==> src/rtl/sdhci_dat_pkg.sv <==
// Shared types and constants for the SD DAT-line read path.
//   bus_width_e : DAT bus width selector (1, 4 or 8 active lanes)
//   dat_state_e : block reader FSM states
//   CRC16_POLY  : x^16 + x^12 + x^5 + 1, implicit x^16 term dropped
//   lane_mask   : active-lane mask for a bus width
//   lane_step   : bits of one byte delivered per lane cycle
package sdhci_dat_pkg;

  typedef enum logic [1:0] {
    BW1 = 2'd0,
    BW4 = 2'd1,
    BW8 = 2'd2
  } bus_width_e;

  typedef enum logic [2:0] {
    ST_IDLE       = 3'd0,
    ST_WAIT_START = 3'd1,
    ST_DAT        = 3'd2,
    ST_CRC        = 3'd3,
    ST_END_BIT    = 3'd4
  } dat_state_e;

  localparam logic [15:0] CRC16_POLY    = 16'h1021;
  localparam logic [3:0]  CRC_CYCLES_M1 = 4'd15;

  function automatic logic [7:0] lane_mask(input logic [1:0] bw);
    case (bw)
      BW4:     lane_mask = 8'h0F;
      BW8:     lane_mask = 8'hFF;
      default: lane_mask = 8'h01;
    endcase
  endfunction

  function automatic logic [3:0] lane_step(input logic [1:0] bw);
    case (bw)
      BW4:     lane_step = 4'd4;
      BW8:     lane_step = 4'd8;
      default: lane_step = 4'd1;
    endcase
  endfunction

endpackage

==> src/rtl/crc16_read.sv <==
// Serial CRC16 for one DAT lane, MSB-first. Shifting the payload followed by
// its transmitted CRC leaves a zero residue when the lane is error free.
//   clk_i, rst_i : system clock, synchronous active-high reset
//   clr_i        : synchronous clear at the start of each block
//   en_i         : shift one bit this cycle
//   din_i        : lane bit
//   crc_o        : current remainder
module crc16_read
  import sdhci_dat_pkg::*;
(
  input  logic        clk_i,
  input  logic        rst_i,
  input  logic        clr_i,
  input  logic        en_i,
  input  logic        din_i,
  output logic [15:0] crc_o
);

  logic fb;

  assign fb = din_i ^ crc_o[15];

  always_ff @(posedge clk_i) begin
    if (rst_i || clr_i) begin
      crc_o <= '0;
    end else if (en_i) begin
      crc_o <= {crc_o[14:0], 1'b0} ^ (fb ? CRC16_POLY : 16'h0000);
    end
  end

endmodule

==> src/rtl/dat_read_wide.sv <==
// SD DAT-line block reader: waits for the start bit, assembles received bytes
// into 32-bit words, checks per-lane CRC16 and the end bit, and sequences
// block_count blocks. Everything SD-side advances only on sd_clk_en_i.
//   clk_i, rst_i           : system clock, synchronous active-high reset
//   sd_clk_en_i            : SD bit-clock strobe
//   dat_i                  : DAT lanes
//   start_i, abort_i       : begin / cancel a transfer
//   block_size_i           : bytes per block
//   block_count_i          : blocks per transfer (0 reads one block)
//   bus_width_i            : bus_width_e
//   timeout_i              : enabled-cycle limit while waiting for a start bit
//   data_valid_o, data_o   : received word pulse (first byte in [7:0])
//   block_done_o, done_o   : end-of-block / end-of-transfer pulses
//   crc_err_o, end_bit_err_o, timeout_err_o : status, valid with the pulses
//
// state         | meaning
// --------------+-----------------------------------------------------
// ST_IDLE       | no transfer, waiting for start_i
// ST_WAIT_START | waiting for all active lanes low, timeout running
// ST_DAT        | receiving block payload
// ST_CRC        | receiving 16 CRC bits per lane, residual word flush
// ST_END_BIT    | checking end bit, next block or finish
module dat_read_wide
  import sdhci_dat_pkg::*;
#(
  parameter int MaxBlockBitSize = 12,
  parameter int BlockCountWidth = 16,
  parameter int DatWidth        = 8,
  parameter int TimeoutWidth    = 20
) (
  input  logic                       clk_i,
  input  logic                       rst_i,
  input  logic                       sd_clk_en_i,
  input  logic [DatWidth-1:0]        dat_i,
  input  logic                       start_i,
  input  logic                       abort_i,
  input  logic [MaxBlockBitSize-1:0] block_size_i,
  input  logic [BlockCountWidth-1:0] block_count_i,
  input  logic [1:0]                 bus_width_i,
  input  logic [TimeoutWidth-1:0]    timeout_i,
  output logic                       data_valid_o,
  output logic [31:0]                data_o,
  output logic                       block_done_o,
  output logic                       done_o,
  output logic                       crc_err_o,
  output logic                       end_bit_err_o,
  output logic                       timeout_err_o
);

  localparam int DatCntWidth = MaxBlockBitSize + 3;
  localparam logic [7:0] LaneExist = 8'((9'd1 << DatWidth) - 9'd1);

  dat_state_e state_q, state_d;

  logic                       adv;
  logic [7:0]                 dat_ext, mask, cur_byte, sh_q;
  logic [3:0]                 step;
  logic [2:0]                 bit_pos_q;
  logic                       byte_end;
  logic [1:0]                 byte_idx_q;
  logic [23:0]                wbuf_q;
  logic [BlockCountWidth-1:0] blk_cnt_q;
  logic [TimeoutWidth-1:0]    to_cnt_q;
  logic [TimeoutWidth:0]      to_next;
  logic [DatCntWidth-1:0]     dat_cnt_q, dat_len_m1;
  logic [3:0]                 crc_cnt_q;
  logic                       start_bit, to_hit, last_blk, crc_bad, end_bad, end_xfer;
  logic [DatWidth-1:0]        lane_crc_bad;
  logic [DatWidth-1:0][15:0]  crc_q;
  logic                       crc_clr, crc_en;

  // Reset and abort win over the strobe; gating here keeps every pulse quiet
  // in the cycle they are applied.
  assign adv      = sd_clk_en_i & ~abort_i & ~rst_i;
  assign dat_ext  = 8'(dat_i);
  assign mask     = lane_mask(bus_width_i) & LaneExist;
  assign step     = lane_step(bus_width_i);
  assign byte_end = ({1'b0, bit_pos_q} + step) == 4'd8;
  assign start_bit = (dat_ext & mask) == 8'h00;
  assign to_next  = {1'b0, to_cnt_q} + (TimeoutWidth + 1)'(1);
  assign to_hit   = to_next >= {1'b0, timeout_i};
  assign last_blk = blk_cnt_q == BlockCountWidth'(1);
  assign end_bad  = |(~dat_ext & mask);
  assign crc_bad  = |lane_crc_bad;
  assign end_xfer = last_blk | crc_bad | end_bad;

  always_comb begin
    case (bus_width_i)
      BW4:     dat_len_m1 = {2'b00, block_size_i, 1'b0} - DatCntWidth'(1);
      BW8:     dat_len_m1 = {3'b000, block_size_i} - DatCntWidth'(1);
      default: dat_len_m1 = {block_size_i, 3'b000} - DatCntWidth'(1);
    endcase
  end

  always_comb begin
    case (bus_width_i)
      BW4:     cur_byte = {sh_q[3:0], dat_ext[3:0]};
      BW8:     cur_byte = dat_ext;
      default: cur_byte = {sh_q[6:0], dat_ext[0]};
    endcase
  end

  assign crc_en  = adv & ((state_q == ST_DAT) | (state_q == ST_CRC));
  assign crc_clr = adv & (state_q != ST_WAIT_START) & (state_d == ST_WAIT_START);

  for (genvar g = 0; g < DatWidth; g++) begin : g_lane
    crc16_read u_crc (
      .clk_i (clk_i),
      .rst_i (rst_i),
      .clr_i (crc_clr),
      .en_i  (crc_en),
      .din_i (dat_i[g]),
      .crc_o (crc_q[g])
    );
    assign lane_crc_bad[g] = (|crc_q[g]) & mask[g];
  end

  always_ff @(posedge clk_i) begin
    if (rst_i) state_q <= ST_IDLE;
    else       state_q <= state_d;
  end

  always_comb begin
    state_d = state_q;
    if (abort_i) begin
      state_d = ST_IDLE;
    end else if (sd_clk_en_i) begin
      case (state_q)
        ST_IDLE:       if (start_i) state_d = ST_WAIT_START;
        ST_WAIT_START: begin
          if (start_bit)   state_d = ST_DAT;
          else if (to_hit) state_d = ST_IDLE;
        end
        ST_DAT:        if (dat_cnt_q == '0) state_d = ST_CRC;
        ST_CRC:        if (crc_cnt_q == '0) state_d = ST_END_BIT;
        ST_END_BIT:    state_d = end_xfer ? ST_IDLE : ST_WAIT_START;
        default:       state_d = ST_IDLE;
      endcase
    end
  end

  always_comb begin
    data_valid_o  = 1'b0;
    data_o        = 32'h0;
    block_done_o  = 1'b0;
    done_o        = 1'b0;
    crc_err_o     = 1'b0;
    end_bit_err_o = 1'b0;
    timeout_err_o = 1'b0;
    if (adv) begin
      case (state_q)
        ST_WAIT_START: begin
          if (!start_bit && to_hit) begin
            done_o        = 1'b1;
            timeout_err_o = 1'b1;
          end
        end
        ST_DAT: begin
          if (byte_end && byte_idx_q == 2'd3) begin
            data_valid_o = 1'b1;
            data_o       = {cur_byte, wbuf_q};
          end
        end
        ST_CRC: begin
          // Partial final word; unfilled bytes of wbuf_q are already zero.
          if (crc_cnt_q == CRC_CYCLES_M1 && byte_idx_q != 2'd0) begin
            data_valid_o = 1'b1;
            data_o       = {8'h00, wbuf_q};
          end
        end
        ST_END_BIT: begin
          block_done_o  = 1'b1;
          done_o        = end_xfer;
          crc_err_o     = crc_bad;
          end_bit_err_o = end_bad;
        end
        default: ;
      endcase
    end
  end

  always_ff @(posedge clk_i) begin
    if (rst_i) begin
      blk_cnt_q  <= '0;
      to_cnt_q   <= '0;
      dat_cnt_q  <= '0;
      crc_cnt_q  <= '0;
      bit_pos_q  <= '0;
      sh_q       <= '0;
      byte_idx_q <= '0;
      wbuf_q     <= '0;
    end else if (adv) begin
      case (state_q)
        ST_IDLE: begin
          if (start_i) begin
            blk_cnt_q  <= (block_count_i == '0) ? BlockCountWidth'(1) : block_count_i;
            to_cnt_q   <= '0;
            byte_idx_q <= '0;
            wbuf_q     <= '0;
          end
        end
        ST_WAIT_START: begin
          if (start_bit) begin
            dat_cnt_q <= dat_len_m1;
            bit_pos_q <= '0;
            sh_q      <= '0;
          end else begin
            to_cnt_q <= to_cnt_q + TimeoutWidth'(1);
          end
        end
        ST_DAT: begin
          sh_q      <= cur_byte;
          bit_pos_q <= bit_pos_q + step[2:0];
          if (byte_end) begin
            if (byte_idx_q == 2'd3) begin
              wbuf_q     <= '0;
              byte_idx_q <= '0;
            end else begin
              case (byte_idx_q)
                2'd0:    wbuf_q[7:0]   <= cur_byte;
                2'd1:    wbuf_q[15:8]  <= cur_byte;
                default: wbuf_q[23:16] <= cur_byte;
              endcase
              byte_idx_q <= byte_idx_q + 2'd1;
            end
          end
          if (dat_cnt_q == '0) crc_cnt_q <= CRC_CYCLES_M1;
          else                 dat_cnt_q <= dat_cnt_q - DatCntWidth'(1);
        end
        ST_CRC: begin
          if (crc_cnt_q == CRC_CYCLES_M1) begin
            wbuf_q     <= '0;
            byte_idx_q <= '0;
          end
          if (crc_cnt_q != '0) crc_cnt_q <= crc_cnt_q - 4'd1;
        end
        ST_END_BIT: begin
          if (!end_xfer) begin
            blk_cnt_q <= blk_cnt_q - BlockCountWidth'(1);
            to_cnt_q  <= '0;
          end
        end
        default: ;
      endcase
    end
  end

endmodule

==> config.mk <==
export PLATFORM = sky130hd
export DESIGN_NAME = dat_read_wide
export DESIGN_NICKNAME = d
export VERILOG_FILES = /design/src/rtl/sdhci_dat_pkg.sv /design/src/rtl/crc16_read.sv /design/src/rtl/dat_read_wide.sv
export SDC_FILE = /design/constraint.sdc
export NUM_CORES = 1
export LEC_CHECK = 0
export ABC_AREA = 1
export CORE_ASPECT_RATIO = 1.75
export CORE_MARGIN = 2
export CORE_UTILIZATION = 41
export DETAILED_ROUTE_END_ITERATION = 8
export PLACE_DENSITY = 0.58
export SLEW_MARGIN = 10
export SYNTH_ARGS = -nofsm -noshare
export SYNTH_HDL_FRONTEND = slang
export SYNTH_SLANG_ARGS = --single-unit
==> constraint.sdc <==
create_clock -name clk_i -period 3.6 [get_ports clk_i]
set_input_delay 0.36 -clock clk_i [delete_from_list [all_inputs] [get_ports clk_i]]
set_output_delay 0.36 -clock clk_i [all_outputs]
set_load 0.005 [all_outputs]
### After elaboration in Yosys (flattened, before gate mapping)

Cells that the tools add are included.

* register bits: 222
* output and inout bits: 38
* logic and storage cells: 202

* reductions and logical operators: 38
* mux-type cells: 71
* order comparisons: 1
* bitwise gates (word level): 37
* equality and inequality tests: 25
* add/sub/neg operators: 11

Operators by type and width (number)
* 16-bit OR reduction: 8
* 16-bit XOR: 8
* 24-bit two-way mux: 5
* 13-bit two-way mux: 8
* 24-bit case mux with 3 select lines: 1
* 32-bit two-way mux: 2
* 32-bit case mux with 2 select lines: 1
* 20-bit two-way mux: 3
* 15-bit case mux with 2 select lines: 2
* 20-bit case mux with 3 select lines: 1
* 16-bit two-way mux: 3
* 16-bit case mux with 2 select lines: 1
* 8-bit case mux with 2 select lines: 2
* 15-bit two-way mux: 2
* 15-bit by 1-bit subtractor with 15-bit output (second input constant): 2
* 3-bit two-way mux: 8
* 8-bit two-way mux: 3
* 20-bit by 1-bit adder with 21-bit output (second input constant): 1
* 21-bit by 20-bit greater-or-equal comparator with 1-bit output: 1
* 20-bit by 1-bit adder with 20-bit output (second input constant): 1
* 6-bit AND reduction: 3
* 8-bit bitwise AND: 2
* 16-bit by 1-bit == test with 1-bit output (second input constant): 1
* 16-bit logical NOT: 1
* 48 further kinds: 113

### Depth between registers and ports, before layout

* depth in word-level cells: 13
* mapped depth: 22
* gate-level depth less buffers: 20

### By module

From an unflattened synthesis, not the netlist that was laid out.

* cell total of the unflattened synthesis: 1824
* area, all modules: 13071.3 µm²

Modules (own cells, without submodules)
* dat_read_wide: cells each 1144, sequential area each 1881.8 µm², times used 1, area each 7145.6 µm²
* crc16_read: cells each 85, sequential area each 320.3 µm², times used 8, area each 740.7 µm²

### Worst setup path after synthesis

Ideal clock, no wire load.

* path type: register -> register
* from: reg to_cnt_q[0]
* to: reg g_lane[2].u_crc.crc_o[5]
* setup time: 0.118 ns
* path buffers: 2
* stages on the path, launching flop included: 22
* arrival: 2.719 ns
* path slack: 0.762 ns
* data required time: 3.482 ns
* path through: dfxtp_1 -> ha_1 -> nand2_1 -> inv_2 -> nand2_2 -> nor3_2 -> nand2_1 -> nor3_1 -> xor2_1 -> ha_1 -> a21oi_1 -> o21bai_1 -> a21oi_1 -> nand2_1 -> nor2_1 -> nand3_1 -> nand4_1 -> nand3_1 -> nand2_1 -> buf_4 -> buf_4 -> nor2_1

* word-level cells in the longest chain between the ends: 10

RTL lines
* start, declared: RTL line dat_read_wide.sv:63 `logic [TimeoutWidth-1:0] to_cnt_q;`
* start signal, assigned: RTL line dat_read_wide.sv:208 `to_cnt_q <= to_cnt_q + TimeoutWidth'(1);`
* 20-bit by 1-bit adder with 21-bit output: RTL line dat_read_wide.sv:80 `assign to_next = {1'b0, to_cnt_q} + (TimeoutWidth + 1)'(1);`
* 21-bit by 20-bit greater-or-equal comparator with 1-bit output: RTL line dat_read_wide.sv:81 `assign to_hit = to_next >= {1'b0, timeout_i};`
* 3-bit two-way mux: RTL line dat_read_wide.sv:132 `else if (to_hit) state_d = ST_IDLE;`
* 3-bit two-way mux: RTL line dat_read_wide.sv:131 `if (start_bit) state_d = ST_DAT;`
* 3-bit case mux with 5 select lines: RTL line dat_read_wide.sv:128 `case (state_q)`
* 3-bit two-way mux: RTL line dat_read_wide.sv:127 `end else if (sd_clk_en_i) begin`
* 3-bit two-way mux: RTL line dat_read_wide.sv:125 `if (abort_i) begin`
* 3-bit by 1-bit == test with 1-bit output: RTL line dat_read_wide.sv:104 `assign crc_clr = adv & (state_q != ST_WAIT_START) & (state_d == ST_WAIT_START);`
* 1-bit bitwise AND: RTL line dat_read_wide.sv:104
* 1-bit logical OR: RTL line crc16_read.sv:24 `if (rst_i || clr_i) begin`
* end signal, assigned: RTL line crc16_read.sv:27 `crc_o <= {crc_o[14:0], 1'b0} ^ (fb ? CRC16_POLY : 16'h0000);`
* end, declared: RTL line crc16_read.sv:16 `output logic [15:0] crc_o`

Every way passes these cells.
A chain may end at the register's enable or synchronous reset.

### Worst setup path after layout

* from: reg to_cnt_q[1]
* to: out done_o

* word-level cells in the longest chain between the ends: 6

RTL lines
* 20-bit by 1-bit adder with 21-bit output: RTL line dat_read_wide.sv:80
* 21-bit by 20-bit greater-or-equal comparator with 1-bit output: RTL line dat_read_wide.sv:81
* 1-bit logical AND: RTL line dat_read_wide.sv:153 `if (!start_bit && to_hit) begin`
* 1-bit two-way mux: RTL line dat_read_wide.sv:153
* 1-bit case mux with 2 select lines: RTL line dat_read_wide.sv:151 `case (state_q)`
* 1-bit two-way mux: RTL line dat_read_wide.sv:150 `if (adv) begin`
* end, declared: RTL line dat_read_wide.sv:44 `output logic done_o,`

Every way passes these cells.

==> summary.json <==
{
  "layout": {
    "nets": 1938,
    "postLayoutCoreUtil": 0.502,
    "layout-drive-gt1-share": 0.0863,
    "syn2layout_area_growth_pct": 20.2,
    "fillers": 2967,
    "num_antenna_cells": 0
  },
  "routing": {
    "routed-via-count": 11153,
    "route.antenna.remaining_nets": 0,
    "drt-initial-drc-count": 540,
    "routed_via_density": 4.99,
    "route.final.wire_length_um": 30100,
    "wl_per_cell_um": 13.5,
    "dr.pass1.iters": 5,
    "number_of_remaining_drc_errors": 0
  },
  "floorplanning": {
    "overall_die_height_um": 230,
    "fp.dieArea_um2": 30600,
    "placeableCoreArea_um2": 28600,
    "floorplan.initialDensity": 0.417,
    "io-pin-count": 101,
    "die_w_um": 133,
    "fp-row-count": 82
  },
  "timing": {
    "clock_skew_ps": 12.6,
    "worstMarginPinSlew_ps": 1150,
    "period_share": 1.00,
    "post-route-min-period_ps": 3600,
    "rsz0062_at_grt": "yes",
    "post-route-worst-setup-slack_ps": -3.78,
    "max-slew-margin-rel": 0.229,
    "finalSetupViolations": 1,
    "fmaxAchievable_mhz": 277,
    "maxSlewViolCount": 0,
    "timing.hold.ws_ps": 404,
    "finalHoldViolations": 0
  },
  "global_routing": {
    "grt_pass1_vias": 10950,
    "grt_max_degree": 92,
    "global_route.usage.total": 0.195,
    "grt_pass1_wl_um": 50400,
    "antenna_found_initial": 1,
    "grt-ovfl-total": 0
  },
  "setup_path": {
    "timing.critical_path.to_type": "output port",
    "endpoint_of_the_lowest_slack_register_to_register_path": "g_lane[7].u_crc.crc_o[11]",
    "crit-reg2reg-launch": "to_cnt_q[1]",
    "worstPathArrival_ps": 3240,
    "critPathMaxFanout": 3,
    "criticalPathCategory": "flop to output port",
    "r2r.worst_path.cells": 22,
    "timing.critical_path.to": "done_o",
    "worst-r2r-setup-slack_ps": 210,
    "crit_path_start": "to_cnt_q[1]",
    "timing.critical_path.required_ps": 3240,
    "cp-start-kind": "flop"
  },
  "clock_network": {
    "max-clock-path-buffers": 3,
    "cts_made_buffers": 23,
    "cts_tree": "built",
    "insertion_delay_ps": 520,
    "clock-root-buffer": "sky130_fd_sc_hd__clkbuf_16",
    "cts.sinks": 222,
    "clk_pin_slew_worst_paths_ps": 60,
    "cts_max_level": 1
  },
  "power": {
    "netSwitchingFraction": 0.243,
    "part_of_the_total_power_dissipated_in_sequential_elements": 0.445,
    "p_clk_frac": 0.454,
    "power.internal_mw": 4.26,
    "switching_pwr_mw": 1.36,
    "power.density_nw_per_um2": 392,
    "worst_ir_drop_vdd_mv": 0.396,
    "power.combinational.fraction": 0.101,
    "cellLeakagePower_nw": 6.14
  },
  "logic_synthesis": {
    "avg_inst_size_synth_um2": 6.85,
    "yosys.cell_types.count": 42,
    "synth_top_cell_area_share": 0.372,
    "synth-edff-count": 0,
    "most_instantiated_library_cell_after_synthesis": "sky130_fd_sc_hd__nor2_1",
    "synth_top_area_cell": "sky130_fd_sc_hd__dfxtp_1",
    "mappedNetlistArea_um2": 11900,
    "synth.area.top_cells": "sky130_fd_sc_hd__dfxtp_1 (37%), sky130_fd_sc_hd__nor2_1 (11%), sky130_fd_sc_hd__nand2_1 (8.8%)",
    "synth.cells.most_frequent": "sky130_fd_sc_hd__nor2_1 (338), sky130_fd_sc_hd__nand2_1 (279), sky130_fd_sc_hd__dfxtp_1 (222)",
    "postSynthRegisterBits": 222,
    "synthesis.nets": 1841,
    "ys_seq_area_frac": 0.372,
    "postSynth.asyncResetShare": 0,
    "dominantRegCellSynth": "sky130_fd_sc_hd__dfxtp_1",
    "yosys_warnings": 0,
    "synth_cells": 1743
  },
  "place": {
    "portBuffers": 100,
    "place_congestion": 0.875,
    "dp_hpwl_um": 21300
  },
  "run_status": {
    "failing_checks": "setup timing",
    "outcome": "finished with violations"
  },
  "flow_run": {
    "max-cap-violations": 0
  },
  "worst_hold_path": {
    "min-delay-path-class": "input port to flop"
  }
}
cell usage in the layout (no fill, tap or decap), types with 7 or more instances in the layout:
cell type                         netlist  final
sky130_fd_sc_hd__dfxtp_1              222    217
sky130_fd_sc_hd__o21ai_1               14     16
sky130_fd_sc_hd__dlygate4sd2_1          0     24
sky130_fd_sc_hd__nand4_1               43     43
sky130_fd_sc_hd__xor2_1                32     32
sky130_fd_sc_hd__mux2i_1               44     44
sky130_fd_sc_hd__xnor2_1                7      7
sky130_fd_sc_hd__clkbuf_16              0     23
sky130_fd_sc_hd__nand3_1               60     58
sky130_fd_sc_hd__o21ai_0              143    141
sky130_fd_sc_hd__nand2_1              279    270
sky130_fd_sc_hd__o22ai_1                8      8
sky130_fd_sc_hd__clkdlybuf4s50_1        0     65
sky130_fd_sc_hd__dlymetal6s2s_1         0      8
sky130_fd_sc_hd__a31oi_1               11     11
sky130_fd_sc_hd__ha_1                  35     31
sky130_fd_sc_hd__nor2_2                 5      8
sky130_fd_sc_hd__nor2_1               338    335
sky130_fd_sc_hd__nor3_1                15     10
sky130_fd_sc_hd__inv_2                 15     18
sky130_fd_sc_hd__inv_1                213    210
sky130_fd_sc_hd__nand2_2                3     10
sky130_fd_sc_hd__buf_4                  3     39
sky130_fd_sc_hd__a22oi_1               19     19
sky130_fd_sc_hd__a21oi_1              111    107
routing by layer:
metal / routed length (um) / share of wire / GRT usage
met4: 1040 / 0.034 / 0.0800
met1: 12500 / 0.42 / 0.218
met3: 1110 / 0.037 / 0.0273
met2: 15400 / 0.51 / 0.367
met5: 13 / 0.00043 / 0
sequential cells by signal (all words and copies together) (netlist names):
signal	count
state_q	3
to_cnt_q	20
sh_q	7
blk_cnt_q	16
crc_cnt_q	4
byte_idx_q	2
wbuf_q	24
bit_pos_q	3
g_lane.u_crc.crc_o	128
dat_cnt_q	15
how the worst min path moves through the flow:
stage	slack [ps]	endpoint	cells after the start	start
CTS	370	bit_pos_q[0]	6	rst_i
global route	450	bit_pos_q[0]	6	rst_i
detailed placement	460	wbuf_q[0]	2	wbuf_q[0]
global placement	450	sh_q[1]	2	sh_q[1]
floorplan	430	wbuf_q[10]	2	wbuf_q[10]
finish	400	sh_q[0]	6	rst_i
metrics by stage:
stage	cell area [um^2]	TNS [ps]	power (mW)	setup slack (ps)	std cells
floorplan	11900	0	2.93	762	1743
global placement	13300	-2310	3.12	-108	2178
detailed placement	13300	-3190	3.12	-167	2178
CTS	14200	-120	5.69	-83.5	2227
global route	14400	-362	5.86	-211	2233
finish	14400	-3.78	5.62	-3.78	2233
cell families (layout without fill, tap and decap cells):
logic type / count (synthesis) / count (layout) / share of synthesized area
simple gates: 765 / 765 / 0.266
xor+xnor: 39 / 39 / 0.0286
compound gates: 333 / 333 / 0.154
buf+inv: 305 / 417 / 0.106
fa+ha+maj: 35 / 35 / 0.0367
mux: 44 / 44 / 0.0369
flops: 222 / 222 / 0.372
timing repair:
action / 4_1_cts / 5_1_grt
resized for setup: 45 / 37
gates cloned: 0 / 0
endpoints found under the setup margin: 26 / 20
hold buffers: 0 / 0
buffers inserted: 9 / 6
pin swaps: 7 / 21
power groups by stage:
stage | clock network [mW] | logic (mW) | registers (mW)
final | 2.55 | 0.566 | 2.51
after global routing | 2.71 | 0.641 | 2.51
after detailed placement | 0 | 0.559 | 2.56
after floorplan | 0 | 0.369 | 2.56
after CTS | 2.62 | 0.562 | 2.51
after global placement | 0 | 0.557 | 2.56
cell type report:
class	count	area, um^2	share of cell area
multi-input combinational	1216	6390	0.445
inverter	232	871	0.0606
sequential	222	4450	0.310
timing repair buffer	145	1380	0.0961
tap	378	473	0.0329
clock inverter	11	190	0.0132
clock buffer	29	608	0.0423
worst max-delay path, stage by stage, from the launching register on:
cell,delay (ps)
sky130_fd_sc_hd__dfxtp_4,360
sky130_fd_sc_hd__ha_4,140
sky130_fd_sc_hd__nand2_2,50
sky130_fd_sc_hd__inv_2,70
sky130_fd_sc_hd__nand2_4,70
sky130_fd_sc_hd__nor3_4,170
sky130_fd_sc_hd__nand3_2,100
sky130_fd_sc_hd__nor3_2,200
sky130_fd_sc_hd__xor2_1,200
sky130_fd_sc_hd__inv_2,80
sky130_fd_sc_hd__ha_4,250
sky130_fd_sc_hd__buf_6,110
sky130_fd_sc_hd__a21oi_2,130
sky130_fd_sc_hd__o21ai_1,110
sky130_fd_sc_hd__a21oi_2,150
sky130_fd_sc_hd__nand2_2,70
sky130_fd_sc_hd__nor2_2,120
sky130_fd_sc_hd__nand2_1,70
sky130_fd_sc_hd__nand2_2,80
sky130_fd_sc_hd__a21oi_2,60
sky130_fd_sc_hd__clkbuf_2,110
Power figures use the tool's default switching activity.
